## src/rtl/exec_ctrl_pkg.sv

```systemverilog
// Shared definitions for the run/halt/step sequencer: FSM encoding, halt causes
// and the control-unit state codes the sequencer watches.
package exec_ctrl_pkg;

  typedef enum logic [1:0] {
    ST_RST   = 2'd0,
    ST_HALT  = 2'd1,
    ST_RUN   = 2'd2,
    ST_DRAIN = 2'd3
  } exec_state_t;

  typedef enum logic [1:0] {
    CAUSE_RESET = 2'd0,
    CAUSE_USER  = 2'd1,
    CAUSE_STEP  = 2'd2,
    CAUSE_BREAK = 2'd3
  } halt_cause_t;

  localparam int         CU_STATE_W = 5;
  localparam logic [4:0] CU_FETCH   = 5'd0;

endpackage

```

## src/rtl/exec_counters.sv

```systemverilog
// Cycle and retired-instruction counters for the debug/IO board; both wrap freely.
module exec_counters #(
  parameter int CNT_W = 32
) (
  input  logic             clk,
  input  logic             reset,
  input  logic             clr,
  input  logic             en,
  input  logic             cyc_inc,
  input  logic             ins_inc,
  output logic [CNT_W-1:0] cycle_cnt,
  output logic [CNT_W-1:0] instr_cnt
);

  always_ff @(posedge clk or posedge reset) begin
    if (reset) begin
      cycle_cnt <= '0;
      instr_cnt <= '0;
    end else if (clr) begin
      cycle_cnt <= '0;
      instr_cnt <= '0;
    end else if (en) begin
      if (cyc_inc) cycle_cnt <= cycle_cnt + 1'b1;
      if (ins_inc) instr_cnt <= instr_cnt + 1'b1;
    end
  end

endmodule

```

## src/rtl/exec_ctrl.sv

```systemverilog
// Run/halt/step sequencer: owns the datapath clock-enable and reset, stops on
// instruction boundaries or a PC breakpoint, and keeps cycle/instruction counts.
module exec_ctrl
  import exec_ctrl_pkg::*;
#(
  parameter logic [4:0] FETCH_STATE  = CU_FETCH,
  parameter int         RESET_CYCLES = 4,
  parameter bit         AUTO_RUN     = 1'b0,
  parameter int         CNT_W        = 32
) (
  input  logic             clk,
  input  logic             reset,
  input  logic             sw_reset,
  input  logic             run,
  input  logic             halt,
  input  logic             step,
  input  logic [4:0]       state_cur,
  input  logic [4:0]       state_next,
  input  logic [15:0]      pc,
  input  logic [15:0]      bp_addr,
  input  logic             bp_en,
  output logic             cpu_en,
  output logic             cpu_reset,
  output logic             halted,
  output logic [1:0]       halt_cause,
  output logic [CNT_W-1:0] cycle_cnt,
  output logic [CNT_W-1:0] instr_cnt
);

  localparam int RST_W = (RESET_CYCLES > 1) ? $clog2(RESET_CYCLES) : 1;
  localparam logic [RST_W-1:0] RST_LOAD = RST_W'(RESET_CYCLES - 1);

  exec_state_t      state;
  halt_cause_t      cause_q;
  logic [RST_W-1:0] rst_cnt;
  logic             skip;
  logic             step_mark;
  logic             in_rst;
  logic             bp_hit;
  logic             boundary;

  assign in_rst     = (state == ST_RST);
  assign cpu_reset  = in_rst;
  assign halted     = (state == ST_HALT);
  assign halt_cause = cause_q;

  // skip masks the breakpoint for the instruction we resume on
  assign bp_hit   = bp_en & ~skip & (state_cur == FETCH_STATE) & (pc == bp_addr);
  assign boundary = cpu_en & (state_next == FETCH_STATE) & (state_cur != FETCH_STATE);

  always_comb begin
    cpu_en = 1'b1;
    case (state)
      ST_RST:   cpu_en = 1'b1;
      ST_HALT:  cpu_en = 1'b0;
      ST_RUN:   cpu_en = ~bp_hit;
      ST_DRAIN: cpu_en = 1'b1;
      default:  cpu_en = 1'b1;
    endcase
  end

  always_ff @(posedge clk or posedge reset) begin
    if (reset) begin
      state     <= ST_RST;
      rst_cnt   <= RST_LOAD;
      skip      <= 1'b0;
      step_mark <= 1'b0;
      cause_q   <= CAUSE_RESET;
    end else if (sw_reset) begin
      state     <= ST_RST;
      rst_cnt   <= RST_LOAD;
      skip      <= 1'b0;
      step_mark <= 1'b0;
      cause_q   <= CAUSE_RESET;
    end else begin
      if (boundary) skip <= 1'b0;
      case (state)
        ST_RST: begin
          if (rst_cnt == '0) begin
            state   <= AUTO_RUN ? ST_RUN : ST_HALT;
            cause_q <= CAUSE_RESET;
          end else begin
            rst_cnt <= rst_cnt - 1'b1;
          end
        end
        ST_HALT: begin
          if (run) begin
            state <= ST_RUN;
            skip  <= 1'b1;
          end else if (step) begin
            state     <= ST_DRAIN;
            skip      <= 1'b1;
            step_mark <= 1'b1;
          end
        end
        ST_RUN: begin
          if (bp_hit) begin
            state   <= ST_HALT;
            cause_q <= CAUSE_BREAK;
          end else if (halt) begin
            state     <= ST_DRAIN;
            step_mark <= 1'b0;
          end
        end
        ST_DRAIN: begin
          if (boundary) begin
            state   <= ST_HALT;
            cause_q <= step_mark ? CAUSE_STEP : CAUSE_USER;
          end
        end
        default: state <= ST_RST;
      endcase
    end
  end

  exec_counters #(
    .CNT_W(CNT_W)
  ) u_counters (
    .clk      (clk),
    .reset    (reset),
    .clr      (sw_reset | in_rst),
    .en       (~in_rst),
    .cyc_inc  (cpu_en & ~cpu_reset),
    .ins_inc  (boundary),
    .cycle_cnt(cycle_cnt),
    .instr_cnt(instr_cnt)
  );

endmodule

```

## config.mk

```make
export PLATFORM = sky130hd
export DESIGN_NAME = exec_ctrl
export DESIGN_NICKNAME = d
export VERILOG_FILES = /design/src/rtl/exec_ctrl_pkg.sv /design/src/rtl/exec_counters.sv /design/src/rtl/exec_ctrl.sv
export SDC_FILE = /design/constraint.sdc
export NUM_CORES = 1
export LEC_CHECK = 0
export ABC_AREA = 1
export BUFFER_PORTS_ARGS = -buffer_cell sky130_fd_sc_hd__buf_2
export CORE_MARGIN = 5
export CORE_UTILIZATION = 35
export DETAILED_ROUTE_END_ITERATION = 10
export SYNTH_ARGS = -nofsm -noshare
export SYNTH_HDL_FRONTEND = slang
export SYNTH_SLANG_ARGS = --single-unit
```

## constraint.sdc

```tcl
create_clock -name clk -period 2 [get_ports clk]
set_input_delay 0.2 -clock clk [delete_from_list [all_inputs] [get_ports clk]]
set_output_delay 0.2 -clock clk [all_outputs]
set_load 0.05 [all_outputs]
```

==> key figures, run 1 <==
Floorplanning
  • Num rows: 44
  • I/O Pins: 118
  • Die area: 17300 µm²
  • Die Y: 131 µm
  • Die width: 131 µm
  • Initial core utilization: 0.356
  • Core area: 14500 µm²

STA
  • Setup Total Neg Slack: 0 ns
  • Final setup margin: 0.133 ns
  • Final min period: 1.87 ns
  • RSZ-0062 raised after global routing: false
  • Peak Freq: 536 MHz
  • Clock Skew: 0.00570 ns
  • Setup Viol. Count Final: 0
  • Final hold viol count: 0
  • Final Max Slew Viols: 0
  • Tcrit/Tclk final: 0.933
  • Least-Margin Pin Slew: 0.703 ns
  • Slew headroom: 0.531

Critical path
  • Cell family with most CP delay: simple AND/OR/NAND/NOR gates
  • CP Data Arrival Time: 1.67 ns
  • Crit. End Element: output port
  • Slowest stage delay, CP: 0.38 ns
  • Startpoint types: flip-flop
  • R2r endpoint: u_counters.cycle_cnt[27]
  • Crit path max-delay cell type: dfrtp_1
  • Critical path launch point: skip
  • Worst reg2reg startpoint: skip
  • Buf/Inv on CP: 2
  • Crit path cell chain: inv_1 > nand3_1 > nor2_1 > nand2_1 > nor2_2 > nand3_2 > nand2_4 > a21oi_4 > buf_4
  • Number of stages on the worst setup path: 9
  • CP max FO: 4
  • R2R depth: 13
  • Setup CP Type: flip-flop to output port
  • Flop2flop setup slack: 0.19 ns
  • Setup crit end: cpu_en
  • Worst Path Required: 1.80 ns

Clocking
  • Clock Latency Late Sink: 0.33 ns
  • Worst-path clk slew: 0.06 ns
  • H-tree levels: 3
  • Num CTS Buffers: 9
  • CTS tree: done
  • Clock sinks: 72
  • Clk buf depth: 2
  • CTS root buf: clkbuf_16

Layout
  • Final #Nets: 965
  • Share of cells above drive strength 1: 0.202
  • ANT cells: 0
  • Non-filler instance count after layout: 1098
  • Fillers: 1550
  • Storage element area: 1810 µm²
  • Area of the multi-input gates: 2880 µm²
  • Layout area overhead: 24.5%
  • Final Cell Area: 6420 µm²

Pwr
  • Maximum vdd ir drop: 359 µV
  • P_leak: 3.08 nW
  • Pwr Density: 817 nW/µm²
  • Total power: 5.24 mW

Yosys
  • Mapped Cells: 772
  • Register bit count reported by yosys: 72
  • Compound-Gate Fraction of Synth Area: 0.0662
  • Mapped cell area: 5160 µm²
  • Mux share of post-synthesis cell area: 0
  • Synth Area in XOR/XNOR: 0.0781
  • Simple-gate share of the synthesized area: 0.394
  • Warnings, synthesis: 0
  • Synth Net Count: 828
  • Adder-Cell Fraction of Synth Area: 0.0170
  • Mean Syn Cell Area: 6.68 µm²
  • Post-synthesis sequential area ratio: 0.350
  • Largest family of logic cells by synthesized area: simple AND/OR/NAND/NOR gates
  • Post-synth cell types: 36

Global routing
  • Number of global-route vias before repair: 5057
  • First-pass GRT wire length: 25.7 mm
  • GRT Util Overall: 0.177
  • Total gr overflow: 0
  • Initial antenna violation count: 0
  • Largest net degree at the start of global routing: 43

Placed design
  • Number of port buffers: 117
  • Dpl ws: 0.136 ns
  • DP Area: 6030 µm²
  • Detail Placement HPWL: 11.7 mm
  • Dpl cells: 1077
  • GP Congestion: 0.917

Detailed routing
  • WL per Instance: 13.8 µm
  • Aggregate routed wire length: 15.2 mm
  • DRC viols: 0
  • Routed Antenna Nets: 0
  • Vias: 5270
  • Via density: 4.80
  • Initial DRC Count: 380
  • DRT Pass-1 Iters: 5

Hold path
  • Hold WC Path Type: input pin to flip-flop

Run status
  • Status: finished, final reports clean

Run
  • Max Cap Viol: 0
[per-stage QoR]
step / util / hold WS (ns)
floorplan: - / 0.381
global placement: 0.417 / 0.342
detailed placement: 0.417 / 0.343
CTS: 0.441 / 0.185
global route: 0.443 / 0.217
finish: 0.443 / 0.209
[report_power, final]
part           total [mW]  switching (mW)  leakage, nW  internal [mW]
combinational        1.87            1.38         1.92          0.494
clock                1.75           0.631        0.158           1.12
sequential           1.62          0.0632        0.992           1.55
[worst min-delay path by stage]
stage | startpoint | end | cells after the start
CTS | sw_reset | skip | 2
finish | sw_reset | skip | 2
floorplan | reset | halt_cause[0] | 1
global route | sw_reset | skip | 2
global placement | reset | u_counters.instr_cnt[3] | 2
detailed placement | reset | u_counters.instr_cnt[3] | 2
[kinds of logic (layout without fill, tap and decap cells)]
kind of cell    Yosys count  after routing
xor+xnor                 46             46
fa+ha+maj                 7              7
simple gates            471            471
compound gates           59             59
flops                    72             72
buf+inv                 117            259
[repair_timing]
action                     CTS  global route
hold endpoints to repair     9             0
setup endpoints to repair    1            19
gates resized for setup      1             4
hold buffers                 1             0
setup buffers                2             2
pin swaps                    1             2
[state kept, by name (all words and copies together) (netlist names)]
register              count
state                     2
skip                      1
halt_cause                2
u_counters.cycle_cnt     32
rst_cnt                   2
u_counters.instr_cnt     32
step_mark                 1
[layout make-up]
type / count / area share
multi-input combinational: 583 / 0.449
inverter: 100 / 0.0591
tap: 184 / 0.0359
clock buffer: 10 / 0.0372
timing repair buffer: 143 / 0.124
clock inverter: 6 / 0.0129
sequential: 72 / 0.281
[per-layer routing]
layer | track usage | wire length (µm) | vias to the layer above | share of wire
met3 | 0.0424 | 845 | 12 | 0.056
met4 | 0.0394 | 155 | 0 | 0.010
met1 | 0.257 | 7650 | 2390 | 0.50
met5 | 0 | 0 | - | 0
met2 | 0.267 | 6550 | 149 | 0.43
li1 | - | - | 2719 | -
[cell usage in the layout, fill, tap and decap left out, types with 8 or more instances in the layout]
cell type	synthesis	final
inv_1	98	97
xor2_1	45	45
nor3_1	37	37
nand2_1	218	218
buf_4	1	25
nor4_1	9	8
o21ai_0	18	18
nor2_1	128	127
buf_2	1	116
o21ai_1	21	21
clkbuf_16	0	9
nand4_1	20	20
dfrtp_1	70	69
nand3_1	42	42
[worst reg2reg max path, cell delays in order (launching register included)]
cell and delay [ns]:
dfrtp_1 0.38, inv_1 0.05, nand3_1 0.07, nor2_1 0.09, nand2_1 0.06, nor2_2 0.10
nand3_2 0.14, nand2_4 0.15, a21oi_4 0.08, buf_4 0.18, nand2_4 0.09, nand2_8 0.13
nand2_1 0.13, o21ai_2 0.05
[cell usage after synthesis]
cell type	number	share of area
nand3_2	2	0.0039
nand4_1	20	0.024
clkbuf_2	1	0.00097
o31ai_1	1	0.0015
nor2_2	3	0.0036
and3_1	1	0.0012
nand2_2	1	0.0012
a21oi_4	1	0.0032
xor2_1	45	0.076
ha_1	7	0.017
a21oi_1	7	0.0068
dfstp_2	2	0.010
nor3b_1	4	0.0058
buf_4	1	0.0015
o21ai_1	21	0.020
a211oi_1	1	0.0015
nor4_1	9	0.011
o21ai_0	18	0.017
buf_2	1	0.00097
dfrtp_1	70	0.34
o21bai_1	1	0.0015
inv_2	2	0.0015
nor3_1	37	0.036
nand2_1	218	0.16
clkbuf_1	8	0.0058
o211ai_1	1	0.0015
o21ai_2	6	0.010
buf_6	6	0.013
nor3_4	1	0.0032
inv_1	98	0.071
nand2_4	5	0.011
nand3_1	42	0.041
nor2_1	128	0.093
a31oi_1	1	0.0012
o22ai_1	1	0.0012
xnor2_1	1	0.0017
Power figures use the tool's default switching activity.
==> run 2: changes to the inputs <==
Settings changed: ABC_AREA 1 to unset.
==> run 2 against run 1 <==
The flow now finishes with violations (setup timing). Clock-buffer cell count grew 3. Synthesized cell count shrank 40%. Non-clock buffer count up 75. Via count fell by 16%. Core utilization is 8.3 points higher. Routed wire length shrank 11%. Final area decreased by 1.9%. Critical path depth unchanged. Area after synthesis is 18% lower. Register-to-register slack worse by 0.72 ns. Global-route usage rose by 1.4 points.
==> key figures, run 2 <==
Pwr
  • P_leak: 2.84 nW (was 3.08 nW)
  • Sequential share of power: 0.326 (was 0.308)
  • Clk pwr share: 0.340 (was 0.334)
  • Comb pwr share: 0.334 (was 0.358)
  • Pwr Density: 762 nW/µm² (was 817 nW/µm²)
  • Maximum vdd ir drop: 471 µV (was 359 µV)
  • Total power: 4.80 mW (was 5.24 mW)
  • Int Pwr: 3.22 mW (was 3.17 mW)
  • Switch Pwr: 1.58 mW (was 2.08 mW)
  • Switch share: 0.329 (was 0.396)

Critical path
  • Startpoint types: flip-flop (unchanged)
  • CP Data Arrival Time: 2.73 ns (was 1.67 ns)
  • Worst reg2reg startpoint: state[0] (was skip)
  • Most used cell, CP: buf_6
  • Crit path cell chain: ha_4 > or4_1 > or4_4 > buf_6 > nor4b_4 > buf_6 > nand4_1 > xor2_1 > nor2_1 (was inv_1 > nand3_1 > nor2_1 > nand2_1 > nor2_2 > nand3_2 > nand2_4 > a21oi_4 > buf_4)
  • Worst Path Required: 2.20 ns (was 1.80 ns)
  • Crit path max-delay cell type: or4_1 (was dfrtp_1)
  • Slowest stage delay, CP: 0.50 ns (was 0.38 ns)
  • Setup CP Type: flip-flop to flip-flop (was flip-flop to output port)
  • R2R depth: 9 (was 13)
  • Crit. End Element: flip-flop (was output port)
  • CP max FO: 8 (was 4)
  • Flop2flop setup slack: -0.53 ns (was 0.19 ns)
  • R2r endpoint: u_counters.instr_cnt[24] (was u_counters.cycle_cnt[27])

Global routing
  • Number of global-route vias before repair: 4484 (was 5057)
  • GR Util met2: 0.315 (was 0.267)
  • Grt peak-use layer: met2 (unchanged)
  • Initial antenna violation count: 0 (unchanged)
  • Met3 Track Usage GR: 0.0533 (was 0.0424)
  • Largest net degree at the start of global routing: 73 (was 43)
  • Routing usage on met1: 0.237 (was 0.257)
  • Total gr overflow: 0 (unchanged)
  • GRT Util Overall: 0.190 (was 0.177)
  • First-pass GRT wire length: 22.1 mm (was 25.7 mm)

Yosys
  • Top post-synthesis cells by area: dfrtp_1, xor2_1, or3_1, nand2_1, nor2_1 (was dfrtp_1, nand2_1, nor2_1, xor2_1, inv_1)
  • Synth Net Count: 522 (was 828)
  • Warnings, synthesis: 0 (unchanged)
  • Synth top area share: 0.412 (was 0.340)
  • Post-synth top cells: dfrtp_1, nand2_1, nor2_1 (was nand2_1, nor2_1, inv_1)
  • Mapped Cells: 466 (was 772)
  • Dominant synthesized flop cell: dfrtp_1 (unchanged)
  • Yosys top cell by area: dfrtp_1 (unchanged)
  • Register bit count reported by yosys: 72 (unchanged)
  • Mean Syn Cell Area: 9.12 µm² (was 6.68 µm²)
  • Mapped cell area: 4250 µm² (was 5160 µm²)
  • Post-synth cell types: 46 (was 36)
  • EDFF count, synth: 0 (unchanged)
  • FFs w/ async S/R, synth: 1.00 (unchanged)
  • Count leader, synth: dfrtp_1 (was nand2_1)
  • Post-synthesis sequential area ratio: 0.425 (was 0.350)

STA
  • Setup Total Neg Slack: -23.61 ns (was 0 ns)
  • RSZ-0062 raised after global routing: true (was false)
  • Clock Skew: 0.00548 ns (was 0.00570 ns)
  • WHS: 0.174 ns (was 0.209 ns)
  • Final setup margin: -0.534 ns (was 0.133 ns)
  • Final hold viol count: 0 (unchanged)
  • Least-Margin Pin Slew: 0.473 ns (was 0.703 ns)
  • Final Max Slew Viols: 0 (unchanged)
  • Final min period: 2.53 ns (was 1.87 ns)
  • Tcrit/Tclk final: 1.27 (was 0.933)
  • Peak Freq: 395 MHz (was 536 MHz)
  • Slew headroom: 0.684 (was 0.531)
  • Setup Viol. Count Final: 69 (was 0)

Run status
  • Status: finished with violations (was finished, final reports clean)
  • Failing checks: setup timing

Layout
  • ANT cells: 0 (unchanged)
  • Most common cell after layout, fill and taps aside: buf_2 (was nand2_1)
  • Registers with the most flip-flops: u_counters.cycle_cnt x32, u_counters.instr_cnt x32 (unchanged)
  • Fillers: 1075 (was 1550)
  • Core Util, Final: 0.527 (was 0.443)
  • Final #Nets: 732 (was 965)
  • Most frequent cells in the layout: buf_2, buf_4, dfrtp_1 (was nand2_1, nor2_1, buf_2)
  • Layout area overhead: 48.3% (was 24.5%)
  • Share of cells above drive strength 1: 0.411 (was 0.202)

Hold path
  • Hold WC Path Type: input pin to flip-flop (unchanged)
  • Hold endpoint: step_mark (was skip)
  • Hold path startpoint: halt (was sw_reset)
  • Worst hold path depth: 3 (was 2)

Clocking
  • CTS tree: done (unchanged)
  • Clk buf depth: 2 (unchanged)
  • CTS root buf: clkbuf_16 (unchanged)
  • H-tree levels: 3 (unchanged)
  • Worst-path clk slew: 0.06 ns (about the same)
  • Clock Latency Late Sink: 0.33 ns (about the same)
  • Clock sinks: 72 (unchanged)
  • Num CTS Buffers: 9 (unchanged)

Placed design
  • GP Congestion: 0.933 (was 0.917)
  • Number of port buffers: 117 (unchanged)
  • Detail Placement HPWL: 9.36 mm (was 11.7 mm)

Floorplanning
  • Die width: 120 µm (was 131 µm)
  • Die Y: 120 µm (was 131 µm)
  • Core area: 12000 µm² (was 14500 µm²)
  • I/O Pins: 118 (unchanged)
  • Initial core utilization: 0.355 (was 0.356)
  • Num rows: 40 (was 44)
  • Die area: 14400 µm² (was 17300 µm²)

Detailed routing
  • Initial DRC Count: 253 (was 380)
  • Routed Antenna Nets: 0 (unchanged)
  • DRC viols: 0 (unchanged)
  • Aggregate routed wire length: 13.6 mm (was 15.2 mm)
  • WL per Instance: 16.4 µm (was 13.8 µm)
  • Vias: 4432 (was 5270)
  • Via density: 5.35 (was 4.80)
  • DRT Pass-1 Iters: 4 (was 5)

Run
  • Max Cap Viol: 0 (unchanged)
run 2: logic make-up (layout without fill, tap and decap cells):
logic type               after synthesis  in the layout  share of synthesized area
flip-flops                            72             72                      0.425
multiplexers                           2              2                    0.00471
AND/OR/NAND/NOR                      227            227                      0.305
adder cells (fa/ha/maj)                7              7                     0.0206
AO/OA/AOI/OAI                         77             78                      0.111
XOR/XNOR                              48             48                     0.0990
buffers and inverters                 33            247                     0.0345
run 2: worst max path at each step:
stage,slack [ns],endpoint,start,cells after the start
global route,-0.67,state[1],state[0],9
finish,-0.53,u_counters.instr_cnt[24],state[0],9
detailed placement,-0.59,u_counters.cycle_cnt[13],state[0],8
CTS,-0.55,u_counters.instr_cnt[24],state[0],9
floorplan,-0.68,u_counters.instr_cnt[24],state[0],9
global placement,-0.52,u_counters.cycle_cnt[21],state[0],8
run 2: worst max-delay path, delay by kind of cell, from the launching register on:
family                   cells  cell delay [ns]
flip-flops                   1             0.41
AND/OR/NAND/NOR              5             1.31
adder cells (fa/ha/maj)      1             0.17
buffers and inverters        2             0.33
XOR/XNOR                     1             0.16
run 2: metrics by stage:
stage	instance area, µm²	std cells	setup slack (ns)
floorplan	4300	466	-0.679
global placement	5620	794	-0.522
detailed placement	5620	794	-0.587
CTS	6210	825	-0.546
global route	6300	828	-0.668
finish	6300	828	-0.534
run 2: routing by layer:
metal / wire (µm) / share of wire
met3: 946 / 0.070
met4: 263 / 0.019
met1: 5680 / 0.42
met5: 0 / 0
met2: 6700 / 0.49
run 2: repair_timing:
| action | CTS | global route |
|---|---|---|
| endpoints found under the hold margin | 69 | 0 |
| gates cloned | 3 | 0 |
| hold buffers | 1 | 0 |
| gates resized for setup | 25 | 18 |
| pin swaps | 11 | 4 |
| setup buffers | 12 | 3 |
| setup endpoints to repair | 66 | 69 |
run 2: area by class of cell:
cell class / count / area, µm² / area share
Inverter: 13 / 56.3 / 0.00894
Clock buffer: 13 / 260 / 0.0413
Multi-Input combinational cell: 362 / 2490 / 0.395
Sequential cell: 72 / 1810 / 0.288
Clock inverter: 3 / 40.0 / 0.00636
Timing Repair Buffer: 218 / 1460 / 0.231
Tap cell: 147 / 184 / 0.0292
run 2: power groups by stage:
stage               Sequential [mW]  Clock (mW)  Combinational [mW]
finish                         1.57        1.63                1.60
global route                   1.57        1.74                1.73
CTS                            1.57        1.67                1.57
detailed placement             1.59           0                1.34
global placement               1.59           0                1.31
floorplan                      1.67           0               0.768
==> run 3: changes to the inputs <==
Settings changed: CORE_UTILIZATION 35 to 25.
Clock period 2 ns to 2.5 ns, I/O delays scaled along.
==> run 3 against run 2 <==
The flow still finishes with violations (setup timing). Final area shrank 9.5%. Core utilization shrank 18 points. Cell count increased by 0.85%. Non-clock buffer count is 65 lower. Clock skew rose by 0.0026 ns. First-iteration DRC count is 12% lower. Setup slack improved by 0.47 ns. Critical path type unchanged. Largest cell class unchanged. Largest power group unchanged. Highest routed layer unchanged.
==> key figures, run 3 (synthesis results as in run 2) <==
Clocking
  • Clk buf depth: 2 (unchanged)
  • Clock Latency Late Sink: 0.34 ns (was 0.33 ns)
  • H-tree levels: 3 (unchanged)
  • Num CTS Buffers: 9 (unchanged)
  • Clock sinks: 72 (unchanged)
  • Worst-path clk slew: 0.06 ns (about the same)
  • CTS root buf: clkbuf_16 (unchanged)
  • Hold buffers post-CTS: 0 (was 1)
  • CTS tree: done (unchanged)

Critical path
  • Flop2flop setup slack: -0.06 ns (was -0.53 ns)
  • Worst Path Required: 2.71 ns (was 2.20 ns)
  • CP max FO: 8 (unchanged)
  • Slowest stage delay, CP: 0.52 ns (was 0.50 ns)
  • CP Data Arrival Time: 2.77 ns (was 2.73 ns)
  • Crit. End Element: flip-flop (unchanged)
  • Setup CP Type: flip-flop to flip-flop (unchanged)
  • R2r endpoint: u_counters.instr_cnt[26] (was u_counters.instr_cnt[24])
  • Worst reg2reg startpoint: state[0] (unchanged)
  • Crit path max-delay cell type: or4_1 (unchanged)
  • Startpoint types: flip-flop (unchanged)
  • Crit path cell chain: ha_4 > or4_1 > or4_4 > buf_6 > nor4b_4 > buf_4 > nand3_1 > xnor2_1 > nor2_1 (was ha_4 > or4_1 > or4_4 > buf_6 > nor4b_4 > buf_6 > nand4_1 > xor2_1 > nor2_1)
  • R2R depth: 9 (unchanged)

STA
  • Tcrit/Tclk final: 1.02 (was 1.27)
  • Peak Freq: 390 MHz (was 395 MHz)
  • RSZ-0062 raised after global routing: true (unchanged)
  • Least-Margin Pin Slew: 0.517 ns (was 0.473 ns)
  • Slew headroom: 0.653 (was 0.684)
  • Final min period: 2.56 ns (was 2.53 ns)
  • Final setup margin: -0.0618 ns (was -0.534 ns)
  • Final hold viol count: 0 (unchanged)
  • Final Max Slew Viols: 0 (unchanged)
  • WHS: 0.0290 ns (was 0.174 ns)
  • Clock Skew: 0.00804 ns (was 0.00548 ns)
  • Setup Viol. Count Final: 5 (was 69)

Floorplanning
  • Num rows: 47 (was 40)
  • Die Y: 140 µm (was 120 µm)
  • I/O Pins: 118 (unchanged)
  • Die width: 140 µm (was 120 µm)
  • Initial core utilization: 0.255 (was 0.355)
  • Die area: 19700 µm² (was 14400 µm²)
  • Core area: 16600 µm² (was 12000 µm²)

Hold path
  • Hold WC Path Type: input pin to asynchronous set/reset pin (was input pin to flip-flop)

Placed design
  • DP Area: 5280 µm² (was 5620 µm²)
  • GP Congestion: 0.832 (was 0.933)
  • Detail Placement HPWL: 9.51 mm (was 9.36 mm)
  • Number of port buffers: 117 (unchanged)

Run
  • Max Cap Viol: 0 (unchanged)

Layout
  • Final Cell Area: 5700 µm² (was 6300 µm²)
  • Most common cell after layout, fill and taps aside: buf_2 (unchanged)
  • Most frequent cells in the layout: buf_2, dfrtp_1, nor2_1, nand2_1, xor2_1 (was buf_2, buf_4, dfrtp_1)
  • Layout area overhead: 34.2% (was 48.3%)
  • Registers with the most flip-flops: u_counters.cycle_cnt x32, u_counters.instr_cnt x32 (unchanged)
  • Final #Nets: 666 (was 732)
  • Core Util, Final: 0.342 (was 0.527)
  • ANT cells: 0 (unchanged)
  • Share of cells above drive strength 1: 0.319 (was 0.411)

Global routing
  • Largest net degree at the start of global routing: 43 (was 73)
  • GRT Util Overall: 0.131 (was 0.190)
  • Number of global-route vias before repair: 4049 (was 4484)
  • Total gr overflow: 0 (unchanged)
  • First-pass GRT wire length: 21.1 mm (was 22.1 mm)
  • Initial antenna violation count: 0 (unchanged)

Pwr
  • Maximum vdd ir drop: 379 µV (was 471 µV)
  • Pwr Density: 628 nW/µm² (was 762 nW/µm²)
  • P_leak: 2.50 nW (was 2.84 nW)

Detailed routing
  • Vias: 4123 (was 4432)
  • Via density: 4.94 (was 5.35)
  • Routed Antenna Nets: 0 (unchanged)
  • WL per Instance: 15.4 µm (was 16.4 µm)
  • Aggregate routed wire length: 12.8 mm (was 13.6 mm)
  • DRC viols: 0 (unchanged)
  • DRT Pass-1 Iters: 4 (unchanged)
  • Initial DRC Count: 223 (was 253)

Run status
  • Status: finished with violations (unchanged)
  • Failing checks: setup timing (unchanged)
==> run 3: how the worst max path moves through the flow <==
stage | cells past startpoint | to | start
3_5_place_dp | 9 | u_counters.instr_cnt[24] | state[0]
2_1_floorplan | 9 | u_counters.instr_cnt[30] | state[0]
5_1_grt | 9 | u_counters.instr_cnt[24] | state[0]
4_1_cts | 9 | u_counters.instr_cnt[26] | state[0]
6_report | 9 | u_counters.instr_cnt[26] | state[0]
3_3_place_gp | 9 | u_counters.cycle_cnt[28] | state[0]
==> run 3: what timing repair did <==
item                       4_1_cts  5_1_grt
resized for setup                4       12
setup endpoints to repair       13       49
gates cloned                     0        1
pin swaps                        1        3
buffers inserted                 1        3
==> run 3: critical path, delay by kind of cell, from the launching register on <==
kind | cells | cell delay (ns)
flip-flops | 1 | 0.42
adder cells (fa/ha/maj) | 1 | 0.17
XOR/XNOR | 1 | 0.18
buffers and inverters | 2 | 0.36
AND/OR/NAND/NOR | 5 | 1.32
==> run 3: final cells by class <==
| class | instances | area [µm²] |
|---|---|---|
| clock buffers | 9 | 225 |
| clock inverters | 7 | 72.6 |
| fillers | 1704 | 10900 |
| inverters | 13 | 48.8 |
| multi-input cells | 361 | 2400 |
| flip-flops and latches | 72 | 1800 |
| well taps | 220 | 275 |
| repair buffers | 153 | 873 |
==> run 3: stage by stage <==
step | cells | TNS, ns | power (mW) | worst slack [ns]
floorplan | 466 | -2.04 | 1.95 | -0.180
global placement | 814 | -0.000910 | 2.25 | -0.000910
detailed placement | 814 | -0.361 | 2.26 | -0.0595
CTS | 831 | -0.251 | 3.59 | -0.0512
global route | 835 | -2.21 | 3.77 | -0.178
finish | 835 | -0.167 | 3.58 | -0.0618
==> run 3: layer usage <==
metal / track usage / vias to the layer above / wire (µm)
met5: 0 / - / 0
met4: 0.0459 / 0 / 265
met3: 0.0269 / 20 / 650
met2: 0.207 / 141 / 5960
met1: 0.178 / 1976 / 5960
li1: - / 1986 / -
==> run 3: power by group <==
group	internal (mW)	switching [mW]
clock network	0.772	0.524
logic	0.355	0.669
registers	1.22	0.0362
total	2.35	1.23
